[config.mk]
export PLATFORM = sky130hd
export DESIGN_NAME = noc_intr_pkt_deframer
export DESIGN_NICKNAME = d
export VERILOG_FILES = /design/src/rtl/noc_intr_pkt_deframer.sv
export SDC_FILE = /design/constraint.sdc
export NUM_CORES = 1
export LEC_CHECK = 0
export BUFFER_PORTS_ARGS = -buffer_cell sky130_fd_sc_hd__buf_4
export CORE_ASPECT_RATIO = 0.6
export CORE_MARGIN = 5
export CORE_UTILIZATION = 45
export DETAILED_ROUTE_END_ITERATION = 8
export MAX_ROUTING_LAYER = met4
export PLACE_DENSITY = 0.72
export SETUP_SLACK_MARGIN = 0.05
export SLEW_MARGIN = 25
export SYNTH_ARGS = -nofsm -noshare
export SYNTH_HDL_FRONTEND = slang
export SYNTH_SLANG_ARGS = --single-unit
[constraint.sdc]
create_clock -name clk -period 2.9 [get_ports clk]
set_clock_uncertainty 0.15 [all_clocks]
set_input_delay 0.435 -clock clk [delete_from_list [all_inputs] [get_ports clk]]
set_output_delay 0.435 -clock clk [all_outputs]
set_load 0.05 [all_outputs]
[src/rtl/noc_intr_pkt_deframer.sv]
// Off-chip interrupt flit deframer: parses NoC headers, delivers single-payload
// interrupt packets as one registered record, and drains/counts everything else.

`ifndef NOC_DATA_WIDTH
`define NOC_DATA_WIDTH 64
`endif
`ifndef NOC_X_WIDTH
`define NOC_X_WIDTH 8
`endif
`ifndef NOC_Y_WIDTH
`define NOC_Y_WIDTH 8
`endif
`ifndef MSG_DST_X
`define MSG_DST_X 49:42
`endif
`ifndef MSG_DST_Y
`define MSG_DST_Y 41:34
`endif
`ifndef MSG_LENGTH
`define MSG_LENGTH 29:22
`endif
`ifndef MSG_TYPE
`define MSG_TYPE 21:14
`endif
`ifndef MSG_TYPE_INTERRUPT
`define MSG_TYPE_INTERRUPT 8'd60
`endif

module noc_intr_pkt_deframer #(
  parameter logic [7:0] INTR_MSG_TYPE = `MSG_TYPE_INTERRUPT,
  parameter int         CNT_WIDTH     = 16
) (
  input  logic                       clk,
  input  logic                       rst_n,
  input  logic                       noc_in_val,
  output logic                       noc_in_rdy,
  input  logic [`NOC_DATA_WIDTH-1:0] noc_in_data,
  output logic                       intr_val,
  input  logic                       intr_rdy,
  output logic [`NOC_X_WIDTH-1:0]    intr_x,
  output logic [`NOC_Y_WIDTH-1:0]    intr_y,
  output logic [63:0]                intr_payload,
  output logic [CNT_WIDTH-1:0]       pkt_count,
  output logic [CNT_WIDTH-1:0]       drop_count
);

  typedef enum logic [1:0] {HDR, BODY, DRAIN} state_t;

  state_t                     state_q, state_d;
  logic [7:0]                 remaining_q, remaining_d;
  logic [`NOC_X_WIDTH-1:0]    hdr_x_q, hdr_x_d;
  logic [`NOC_Y_WIDTH-1:0]    hdr_y_q, hdr_y_d;
  logic                       intr_val_q, intr_val_d;
  logic [`NOC_X_WIDTH-1:0]    intr_x_q, intr_x_d;
  logic [`NOC_Y_WIDTH-1:0]    intr_y_q, intr_y_d;
  logic [63:0]                payload_q, payload_d;
  logic [CNT_WIDTH-1:0]       pkt_q, pkt_d;
  logic [CNT_WIDTH-1:0]       drop_q, drop_d;

  logic       in_rdy;
  logic       xfer;
  logic [7:0] hdr_len;
  logic [7:0] hdr_type;

  assign hdr_len  = noc_in_data[`MSG_LENGTH];
  assign hdr_type = noc_in_data[`MSG_TYPE];

  // Ready depends only on state and the output slot, never on noc_in_val.
  always_comb begin
    in_rdy = 1'b1;
    if (state_q == BODY) in_rdy = !intr_val_q || intr_rdy;
  end

  assign xfer = noc_in_val && in_rdy;

  always_comb begin
    state_d     = state_q;
    remaining_d = remaining_q;
    hdr_x_d     = hdr_x_q;
    hdr_y_d     = hdr_y_q;
    intr_val_d  = intr_val_q;
    intr_x_d    = intr_x_q;
    intr_y_d    = intr_y_q;
    payload_d   = payload_q;
    pkt_d       = pkt_q;
    drop_d      = drop_q;

    if (intr_val_q && intr_rdy) intr_val_d = 1'b0;

    // Data fields are only looked at under xfer, so idle data never reaches state.
    unique case (state_q)
      HDR: begin
        if (xfer) begin
          if (hdr_type == INTR_MSG_TYPE && hdr_len == 8'd1) begin
            hdr_x_d = noc_in_data[`MSG_DST_X];
            hdr_y_d = noc_in_data[`MSG_DST_Y];
            state_d = BODY;
          end else begin
            if (drop_q != {CNT_WIDTH{1'b1}}) drop_d = drop_q + 1'b1;
            if (hdr_len != 8'd0) begin
              remaining_d = hdr_len;
              state_d     = DRAIN;
            end
          end
        end
      end
      BODY: begin
        if (xfer) begin
          intr_val_d = 1'b1;
          intr_x_d   = hdr_x_q;
          intr_y_d   = hdr_y_q;
          payload_d  = noc_in_data;
          if (pkt_q != {CNT_WIDTH{1'b1}}) pkt_d = pkt_q + 1'b1;
          state_d    = HDR;
        end
      end
      DRAIN: begin
        if (xfer) begin
          remaining_d = remaining_q - 8'd1;
          if (remaining_q == 8'd1) state_d = HDR;
        end
      end
      default: state_d = HDR;
    endcase
  end

  always_ff @(posedge clk) begin
    if (!rst_n) begin
      state_q     <= HDR;
      remaining_q <= '0;
      hdr_x_q     <= '0;
      hdr_y_q     <= '0;
      intr_val_q  <= 1'b0;
      intr_x_q    <= '0;
      intr_y_q    <= '0;
      payload_q   <= '0;
      pkt_q       <= '0;
      drop_q      <= '0;
    end else begin
      state_q     <= state_d;
      remaining_q <= remaining_d;
      hdr_x_q     <= hdr_x_d;
      hdr_y_q     <= hdr_y_d;
      intr_val_q  <= intr_val_d;
      intr_x_q    <= intr_x_d;
      intr_y_q    <= intr_y_d;
      payload_q   <= payload_d;
      pkt_q       <= pkt_d;
      drop_q      <= drop_d;
    end
  end

  assign noc_in_rdy   = in_rdy;
  assign intr_val     = intr_val_q;
  assign intr_x       = intr_x_q;
  assign intr_y       = intr_y_q;
  assign intr_payload = payload_q;
  assign pkt_count    = pkt_q;
  assign drop_count   = drop_q;

endmodule

# After elaboration in Yosys (flattened, before gate mapping)
# Cells that the tools add are included.
[op_classes]
magnitude_cmp = 0
mul = 0
n_reduce_logical = 14
mux = 16
shift = 0
div = 0
n_eq_ne = 14
n_addsub = 3
bitwise_logic = 1
[ops]
columns = ["op", "n"]
rows = [
  ["$add A16 B1 Y16 const B", 2],
  ["$mux W8", 4],
  ["$ne A16 B16 Y1 const B", 2],
  ["$eq A8 B1 Y1 const B", 2],
  ["$pmux W8 S2", 1],
  ["$mux W2", 6],
  ["$ne A2 B2 Y1 const B", 6],
  ["$reduce_and A5 Y1", 2],
  ["$eq A8 B6 Y1 const B", 1],
  ["$reduce_bool A8 Y1", 1],
  ["$sub A8 B1 Y8 const B", 1],
  ["$pmux W2 S3", 1],
  ["$reduce_and A3 Y1", 2],
  ["$mux W1", 4],
  ["$reduce_and A4 Y1", 1],
  ["$logic_and A1 B1 Y1", 3],
  ["$ne A3 B3 Y1 const B", 1],
  ["$eq A2 B1 Y1 const B", 1],
  ["$eq A2 B2 Y1 const B", 1],
  ["$logic_not A2 Y1", 1],
  ["$reduce_and A2 Y1", 1],
  ["$reduce_bool A2 Y1", 1],
  ["$logic_not A1 Y1", 1],
  ["$logic_or A1 B1 Y1", 1],
  ["$not A1 Y1", 1],
]
[totals]
reg_bits = 139
latch_bits = 0
mem_bits_rw = 0
in_bits = 68
romBits = 0
out_inout_bits = 114
mem_count = 0

# Depth between registers and ports, before layout
# Gate-level depths: netlist of the first run.
[logic_depth]
ltp_word = 6
ltp_mapped = 7
ltp_nobuf = 6

# Worst setup path after synthesis of the first run
# No wires, ideal clock.
[synth_timing]
path_type = "reg2reg"
startpoint = "reg drop_q[4] (netlist: drop_count[4])"
endpoint = "reg drop_q[15] (netlist: drop_count[15])"
n_path_buf = 0
setup_time_ns = 0.070
slack_ns = 0.416
t_arrival_ns = 2.263
period_less_slack_ns = 2.484
path_stages_with_launch = 6
required_ns = 2.680
path_cell_list = "dfxtp_1 > and4_4 > nand4_4 > or4_1 > or4_1 > a21oi_1"
[synth_via]
elab_chain_cells = 2
word_cells_on_any_way = 3
cone_classes = "add/sub (1); eq/ne (1); reduce/logical (1)"
[synth_rtl]
columns = ["element", "line_no", "source"]
rows = [
  ["start, declared", "58", "logic [CNT_WIDTH-1:0] drop_q, drop_d;"],
  ["start signal, assigned", "149", "drop_q <= drop_d;"],
  ["branches (longest 2 deep; another with $add A16 B1 Y16)", "n/a", ""],
]
# Several ways; the timed one is not identified.
# A chain may end at the register's enable or synchronous reset.

# Worst setup path in the final report of the first run
[layout_timing]
startpoint = "reg pkt_q[6] (netlist: pkt_count[6])"
endpoint = "reg pkt_q[14] (netlist: pkt_count[14])"
[layout_via]
elab_chain_cells = 2
word_cells_on_any_way = 3
cone_classes = "add/sub (1); eq/ne (1); reduce/logical (1)"
[layout_rtl]
columns = ["element", "line_no", "source"]
rows = [
  ["start, declared", "57", "logic [CNT_WIDTH-1:0] pkt_q, pkt_d;"],
  ["start signal, assigned", "148", "pkt_q <= pkt_d;"],
  ["branches (longest 2 deep; another with $add A16 B1 Y16)", "n/a", ""],
]
# Several ways; the timed one is not identified.

==> impl_metrics.ini, run 1 <==
[placement]
place_area_um2 = 7243
gp_congestion = 0.8658
dp_slack_ps = 457.3
place_hpwl_um = 12060
dpl.cell_count = 1029
io_buffers = 181

[detailed_routing]
firstDrtPassIters = 4
drc_errors = 0
vias_per_cell = 5.298
wl_um = 16670
first_iter_violations = 445
wire_per_inst_um = 15.69
vias = 5627
antenna_left = 0

[yosys]
syn-num-nets = 787
async_reset_ff_share_pct = 0
yosysWarnings = 0
yosys.cell_types.count = 47
synth_top_family_by_area = simple AND/OR/NAND/NOR gates
synth_area_leaders = dfxtp_1 (49%), nand2_1 (15%), a21oi_1 (8.5%)
synth_compound_area_share_pct = 12.48
netlist_instances = 715
synth_adder_area_share_pct = 0.8743
synthSimpleGateAreaFrac_pct = 27.76
synth_top_cell_by_area = dfxtp_1
synth-seq-cells = 139
netlist.area_leader.share_pct = 48.61
synth-edff-count = 0
synth_ff_type = dfxtp_1
synth_area_per_cell_um2 = 8.006
syn_area_um2 = 5724
ys_seq_area_share_pct = 48.61
synth_xor_area_share_pct = 2.142
synth_mux_area_share_pct = 4.896

[pwr]
power_leakage_nw = 3.191
ir_worst_vdd_mv = 0.4251
p_per_area_nw_per_um2 = 589.4
total_power_mw = 4.671

[hold_path]
hp-class = in -> reg

[final_layout]
final_cell_mix = nand2_1 (231), buf_4 (187), dfxtp_1 (139)
final_common_cell = nand2_1
drive_above_1_share_pct = 25.33
areaGrowthSynthToFinish_pct = 38.45
design_area_um2 = 7925
fin_cells = 1062
utilization_pct = 64.66
nets = 955

[clock_network]
hold_buffers = 0
insertion_delay_ps = 410
h-tree-depth = 4
cts_buffer_depth = 2
cts_resized = 0
clk_transition_reported_paths_ps = 60
cts_setup_buffers = 0
clock_sinks = 139
cts_made_buffers = 17
root_buffer = clkbuf_16
cts_tree = yes

[floorplanning]
rows = 31
design.portCount = 182
fp.dieH_um = 97.37
start_util_pct = 46.70
chipWidth_um = 155.6
die-area_um2 = 15150
fp.coreArea_um2 = 12260

[timing]
fin_hold_ws_ps = 121.5
fin_crit_ps = 2358
finalWorstSetupSlack_ps = 542.0
hold_viol = 0
tightest_slew_ps = 956.6
rsz0062_at_grt = no
setup_viol = 0
finalCritPeriodShare_pct = 81.31
relSlewSlack_pct = 35.74
setup_tns_ps = 0
maxSlewViolCount = 0
fmax_mhz = 424.1

[setup_path]
cp.required_ps = 3090
arrival_ps = 2550
end_kind = flop
cp_max_fo = 9
critical_path.startpoint_type = flop
worst-setup-path-type = reg -> reg

[global_route]
grt_max_degree = 81
grt_pass1_vias = 5228
track_usage_pct = 21.44
grt_pass1_wl_um = 26340
grt_antenna_before_repair = 1
grt_overflow_total = 0

[outcome]
status = finished, final reports clean

[run]
maxCapViolations = 0
==> kinds of logic (layout without fill, tap and decap cells) <==
group / Yosys count / in the layout
and+or+nand+nor: 353 / 353
DFF: 139 / 139
AOI/OAI and AO/OA: 131 / 131
buffers and inverters: 46 / 227
muxes: 28 / 28
xor gates and xnor gates: 14 / 14
adders and majority gates: 4 / 4
other: 0 / 1
==> worst paths after layout <==
kind	slack (ps)	cells past startpoint	from	to
worst max register to register	540	5	pkt_count[6]$_SDFFE_PN0P_	pkt_count[14]$_SDFFE_PN0P_
worst min register to register	300	2	hdr_y_q[5]$_SDFFE_PN0P_	intr_y[5]$_SDFFE_PN0P_
worst min-delay path	120	3	noc_in_data[63]	intr_payload[63]$_SDFFE_PN0P_
worst max-delay path	540	5	pkt_count[6]$_SDFFE_PN0P_	pkt_count[14]$_SDFFE_PN0P_
==> power by group <==
| group | internal, mW | switching, mW |
|---|---|---|
| Combinational | 0.110 | 0.138 |
| Clock | 1.65 | 0.833 |
| Sequential | 1.92 | 0.0192 |
==> layer usage <==
| layer | vias to the layer above | wire length [µm] | GRT usage (%) |
|---|---|---|---|
| met5 | - | 0 | - |
| met4 | 0 | 161 | 6.523 |
| met3 | 16 | 1272 | 5.563 |
| met2 | 208 | 7492 | 31.99 |
| met1 | 2635 | 7741 | 28.63 |
| li1 | 2768 | - | - |
==> final cells by class <==
class | instances | area, µm²
Antenna cell | 1 | 2.502
Clock buffer | 19 | 442.9
Clock inverter | 13 | 236.5
Fill cell | 1039 | 4332
Inverter | 5 | 20.02
Multi-Input combinational cell | 530 | 2770
Sequential cell | 139 | 2783
Tap cell | 165 | 206.4
Timing Repair Buffer | 190 | 1464
==> synth_stat cells (all sizes together) (2+ instances only) <==
cell type  number
a31oi           5
o21ai          11
dfxtp         139
nor2b           2
a21oi          97
and4            3
nor3            5
clkbuf         37
nand2         232
o22ai           2
inv             5
o31ai           5
or3             4
ha              4
a211oi          2
nor4           18
o2111ai         2
nand3          14
nor3b           2
and3            2
nand4           9
buf             4
nor2           32
nand2b         15
mux2i          28
or4bb           2
or4             7
xnor2          14
nor4b           3
==> flip-flops by register name, summed over array words and instances, names as in the netlist, 8 cells and up <==
signal	count
pkt_count	16
remaining_q	8
drop_count	16
hdr_x_q	8
intr_payload	64
intr_y	8
intr_x	8
hdr_y_q	8
==> worst max-delay path, stage by stage, from the launching register on <==
cell and delay (ps):
dfxtp_1 450, nand4_1 290, nor3_1 860, nor3_1 180, nand3_1 170, mux2i_1 190
No activity file was read; power rests on OpenSTA's default activity.
==> run 2: changes to the inputs <==
==> constraint.sdc (replaced) <==
create_clock -name clk -period 2.32 [get_ports clk]
set_clock_uncertainty 0.15 [all_clocks]
set_input_delay 0.348 -clock clk [delete_from_list [all_inputs] [get_ports clk]]
set_output_delay 0.348 -clock clk [all_outputs]
set_load 0.05 [all_outputs]
==> run 2 against run 1 <==
Against the previous run: count of clock-buffer cells in the layout is 1 higher; die area stayed put; non-clock buffer count is 10 higher.
==> impl_metrics.ini, run 2 (synthesis results as in run 1) <==
[pwr]
internal-power_mw = 4.311
power.switching_mw = 1.237
p_clk_share_pct = 50.5
power.share.sequential_pct = 43.7
p_per_area_nw_per_um2 = 695.6
ir_worst_vdd_mv = 0.5290
comb_power_share_pct = 5.8
p_sw_share_pct = 22.29
power_leakage_nw = 3.216

[timing]
finalCritPeriodShare_pct = 93.11
maxSlewViolCount = 0
fmax_mhz = 462.9
fin_crit_ps = 2160
rsz0062_at_grt = no
relSlewSlack_pct = 59.16
tightest_slew_ps = 612.5
hold_viol = 0
fin_hold_ws_ps = 43.71
setup_viol = 0

[clock_network]
clk_transition_reported_paths_ps = 60
cts_setup_buffers = 0
clock_sinks = 139
cts_tree = yes
cts_made_buffers = 17
h-tree-depth = 4
insertion_delay_ps = 400
root_buffer = clkbuf_16
cts_buffer_depth = 2

[placement]
place_hpwl_um = 12040
gp_congestion = 0.8617
io_buffers = 181
dpl.cell_count = 1039

[global_route]
grt_overflow_total = 0
grt_antenna_before_repair = 0
grt_pass1_wl_um = 27080
grt_pass1_vias = 5372
track_usage_pct = 22.05
grt_max_degree = 82

[detailed_routing]
drc_errors = 0
firstDrtPassIters = 7
antenna_left = 0
wl_um = 16710
wire_per_inst_um = 15.60
first_iter_violations = 465
vias = 5665
vias_per_cell = 5.289

[floorplanning]
start_util_pct = 46.70
fp.coreArea_um2 = 12260
chipWidth_um = 155.6
die-area_um2 = 15150
rows = 31
design.portCount = 182
fp.dieH_um = 97.37

[final_layout]
diodes = 0
largest_reg_flops = 64
drive_above_1_share_pct = 26.82
areaGrowthSynthToFinish_pct = 39.32
nets = 965
final_common_cell = nand2_1
fin_cells = 1071
final_cell_mix = nand2_1 (231), buf_4 (195), dfxtp_1 (135)

[setup_path]
arrival_ps = 2340
worst-setup-path-type = reg -> reg
crit_start = drop_count[4]$_SDFFE_PN0P_
r2r_setup_slack_ps = 160
cp.required_ps = 2500
critical_path.startpoint_type = flop
r2r_cells = 5
setup.worst_path.end = drop_count[15]$_SDFFE_PN0P_
crit_chain = and4_4, nand4_4, or4_1, or4_1, a21oi_1
slowest_stage = or4_1
r2r_end = drop_count[15]$_SDFFE_PN0P_
cp_common_cell = or4_1
cp_max_fo = 8
reg2reg_from = drop_count[4]$_SDFFE_PN0P_
cpPeakStageDelay_ps = 580
end_kind = flop

[outcome]
status = finished, final reports clean

[hold_path]
hp-class = in -> reg
whs_path_depth = 3

[run]
maxCapViolations = 0
run 2: timing repair:
action	CTS	global route
resized for setup	0	1
hold buffers	0	0
setup endpoints to repair	0	1
run 2: per-stage QoR:
step	worst slack (ps)	TNS, ps	instance area, µm²	utilization [%]	power (mW)
after global routing	49.70	0	7975	65.07	5.764
after floorplan	67.49	0	5734	-	2.626
after detailed placement	-65.75	-75.24	7353	59.99	2.791
after global placement	44.03	0	7353	59.99	2.781
after CTS	181.5	0	7971	65.04	5.587
final	159.8	0	7975	65.07	5.548
run 2: area by class of cell:
| cell class | count | area (µm²) |
|---|---|---|
| Fill cell | 1043 | 4282 |
| Multi-Input combinational cell | 530 | 2779 |
| Clock inverter | 12 | 161.4 |
| Timing Repair Buffer | 200 | 1564 |
| Tap cell | 165 | 206.4 |
| Clock buffer | 20 | 456.7 |
| Inverter | 5 | 20.02 |
| Sequential cell | 139 | 2788 |
run 2: worst min-delay path by stage:
| stage | start | end |
|---|---|---|
| 2_1_floorplan | hdr_x_q[0]$_SDFFE_PN0P_ | intr_x[0]$_SDFFE_PN0P_ |
| 4_1_cts | noc_in_data[50] | intr_payload[50]$_SDFFE_PN0P_ |
| 5_1_grt | noc_in_data[53] | intr_payload[53]$_SDFFE_PN0P_ |
| 3_3_place_gp | hdr_y_q[3]$_SDFFE_PN0P_ | intr_y[3]$_SDFFE_PN0P_ |
| 3_5_place_dp | hdr_y_q[2]$_SDFFE_PN0P_ | intr_y[2]$_SDFFE_PN0P_ |
| 6_report | noc_in_data[50] | intr_payload[50]$_SDFFE_PN0P_ |
run 2: worst max-delay path: cells and delay by family (launching register included):
kind,cells,cell delay [ps]
AO/OA/AOI/OAI,1,150
AND/OR/NAND/NOR,4,1420
flip-flops,1,380
run 2: power groups by stage:
stage	Clock (mW)	Sequential (mW)	Combinational [mW]
finish	2.80	2.42	0.320
global route	2.99	2.43	0.348
CTS	2.85	2.42	0.318
detailed placement	0	2.48	0.315
global placement	0	2.47	0.306
floorplan	0	2.48	0.141
run 2: layer usage:
layer | share of wire [%] | GRT usage [%]
met1 | 46 | 30.62
met2 | 45 | 31.89
met3 | 8.2 | 5.964
met4 | 0.76 | 5.514
met5 | 0 | -
==> run 3: changes to the inputs <==
==> constraint.sdc (replaced) <==
create_clock -name clk -period 2.7 [get_ports clk]
set_clock_uncertainty 0.15 [all_clocks]
set_input_delay 0.405 -clock clk [delete_from_list [all_inputs] [get_ports clk]]
set_output_delay 0.405 -clock clk [all_outputs]
set_load 0.05 [all_outputs]
==> run 3 against run 2 <==
Against the previous run: sequential share of layout area grew 0.57 points; clock power is 20% lower; routed wire length increased by 1.2%; die area is the same; via count up 0.46%; maximum frequency decreased by 6.5%; first-iteration DRC count shrank 8.2%; final cell count is 0.75% lower; critical endpoint unchanged.
==> impl_metrics.ini, run 3 (synthesis results as in run 1) <==
[timing]
relSlewSlack_pct = 48.25
finalCritPeriodShare_pct = 85.54
fin_hold_ws_ps = 90.85
setup_tns_ps = 0
setup_viol = 0
fmax_mhz = 433.0
rsz0062_at_grt = no
tightest_slew_ps = 769.2
hold_viol = 0
fin_crit_ps = 2310
maxSlewViolCount = 0

[detailed_routing]
drt-met1-wl_um = 7939
wl_met2_um = 7510
wire_per_inst_um = 15.92
wl_um = 16920
met3_length_um = 1264
top_layer_used = met4
antenna_left = 0
drc_errors = 0
firstDrtPassIters = 5
vias_per_cell = 5.354
first_iter_violations = 427
vias = 5691

[setup_path]
crit_chain = and4_4, nand4_4, or4_1, or4_1, a21oi_1
reg2reg_from = drop_count[4]$_SDFFE_PN0P_
r2r_setup_slack_ps = 390
cp_max_fo = 8
cp.required_ps = 2890
r2r_cells = 5
arrival_ps = 2500
crit_start = drop_count[4]$_SDFFE_PN0P_
r2r_end = drop_count[15]$_SDFFE_PN0P_
setup.worst_path.end = drop_count[15]$_SDFFE_PN0P_
cp.depth = 5
cp_top_family = simple AND/OR/NAND/NOR gates
end_kind = flop
slowest_stage = or4_1
worst-setup-path-type = reg -> reg
cpPeakStageDelay_ps = 580
crit_buf_inv = 0
cp_common_cell = or4_1
critical_path.startpoint_type = flop

[final_layout]
seq_area_um2 = 2783
largest_reg_flops = 64
final_common_cell = nand2_1
nets = 957
multiInputGateArea_um2 = 2770
diodes = 0
areaGrowthSynthToFinish_pct = 36.85
fillers = 1072
drive_above_1_share_pct = 25.61
final_cell_mix = nand2_1 (231), buf_4 (189), dfxtp_1 (139)

[global_route]
grt_antenna_before_repair = 0
track_usage_pct = 21.78
grt_max_degree = 81
grt_pass1_wl_um = 26630
grt_pass1_vias = 5372
grt_overflow_total = 0

[pwr]
power_leakage_nw = 3.145
ir_worst_vdd_mv = 0.4733
total_power_mw = 4.604
p_per_area_nw_per_um2 = 587.7

[clock_network]
clock_sinks = 139
root_buffer = clkbuf_16
cts_setup_buffers = 0
h-tree-depth = 4
cts_tree = yes
cts_made_buffers = 17
insertion_delay_ps = 410
cts_buffer_depth = 2
hold_buffers = 0
clk_transition_reported_paths_ps = 60
cts_resized = 0

[run]
maxCapViolations = 0

[placement]
gp_congestion = 0.8926
io_buffers = 181
place_hpwl_um = 12070

[floorplanning]
fp.coreArea_um2 = 12260
fp.dieH_um = 97.37
design.portCount = 182
start_util_pct = 46.70
die-area_um2 = 15150
chipWidth_um = 155.6
rows = 31

[hold_path]
hp-class = in -> reg
whs_path_depth = 3

[outcome]
status = finished, final reports clean
## run 3: cell count changes in the layout (fill, tap and decap cells not counted), moves of 2 or more
cell,before,now
bufinv_16,3,1
inv_8,0,2
buf_12,5,3
dfxtp_2,4,0
dfxtp_1,135,139
buf_4,195,189
## run 3: where the power goes
group	internal [mW]	switching (mW)
Sequential	2.07	0.0188
Combinational	0.118	0.148
Clock	1.31	0.943
## run 3: layout make-up
class                      instances  area share [%]
inverter                           5          0.2556
sequential                       139           35.52
timing repair buffer             192           18.88
clock buffer                      18           5.606
tap                              165           2.635
clock inverter                    14           1.741
multi-input combinational        530           35.36
## run 3: worst min-delay path, stage by stage
cell and delay, ps:
buf_4 110, nand2_1 40, a21oi_1 50
## run 3: worst min-delay path by stage
stage,from,end,slack [ps]
final,noc_in_data[61],intr_payload[61]$_SDFFE_PN0P_,90
after global routing,noc_in_data[30],intr_payload[30]$_SDFFE_PN0P_,90
after CTS,noc_in_data[61],intr_payload[61]$_SDFFE_PN0P_,80
after detailed placement,hdr_x_q[6]$_SDFFE_PN0P_,intr_x[6]$_SDFFE_PN0P_,300
after global placement,hdr_y_q[2]$_SDFFE_PN0P_,intr_y[2]$_SDFFE_PN0P_,290
after floorplan,hdr_x_q[0]$_SDFFE_PN0P_,intr_x[0]$_SDFFE_PN0P_,280
## run 3: stage by stage
| step | instances | area, µm² | setup slack [ps] | util [%] |
|---|---|---|---|---|
| after CTS | 1063 | 7834 | 411.3 | 63.91 |
| after global placement | 1031 | 7258 | 379.1 | 59.22 |
| after global routing | 1063 | 7834 | 259.4 | 63.91 |
| final | 1063 | 7834 | 390.5 | 63.91 |
| after detailed placement | 1031 | 7258 | 251.4 | 59.22 |
| after floorplan | 715 | 5724 | 216.1 | - |
## run 3: per-layer routing
layer	GRT usage [%]	vias to the layer above
li1	-	2769
met1	29.17	2673
met2	32.76	225
met3	5.251	24
met4	6.389	0
met5	-	-
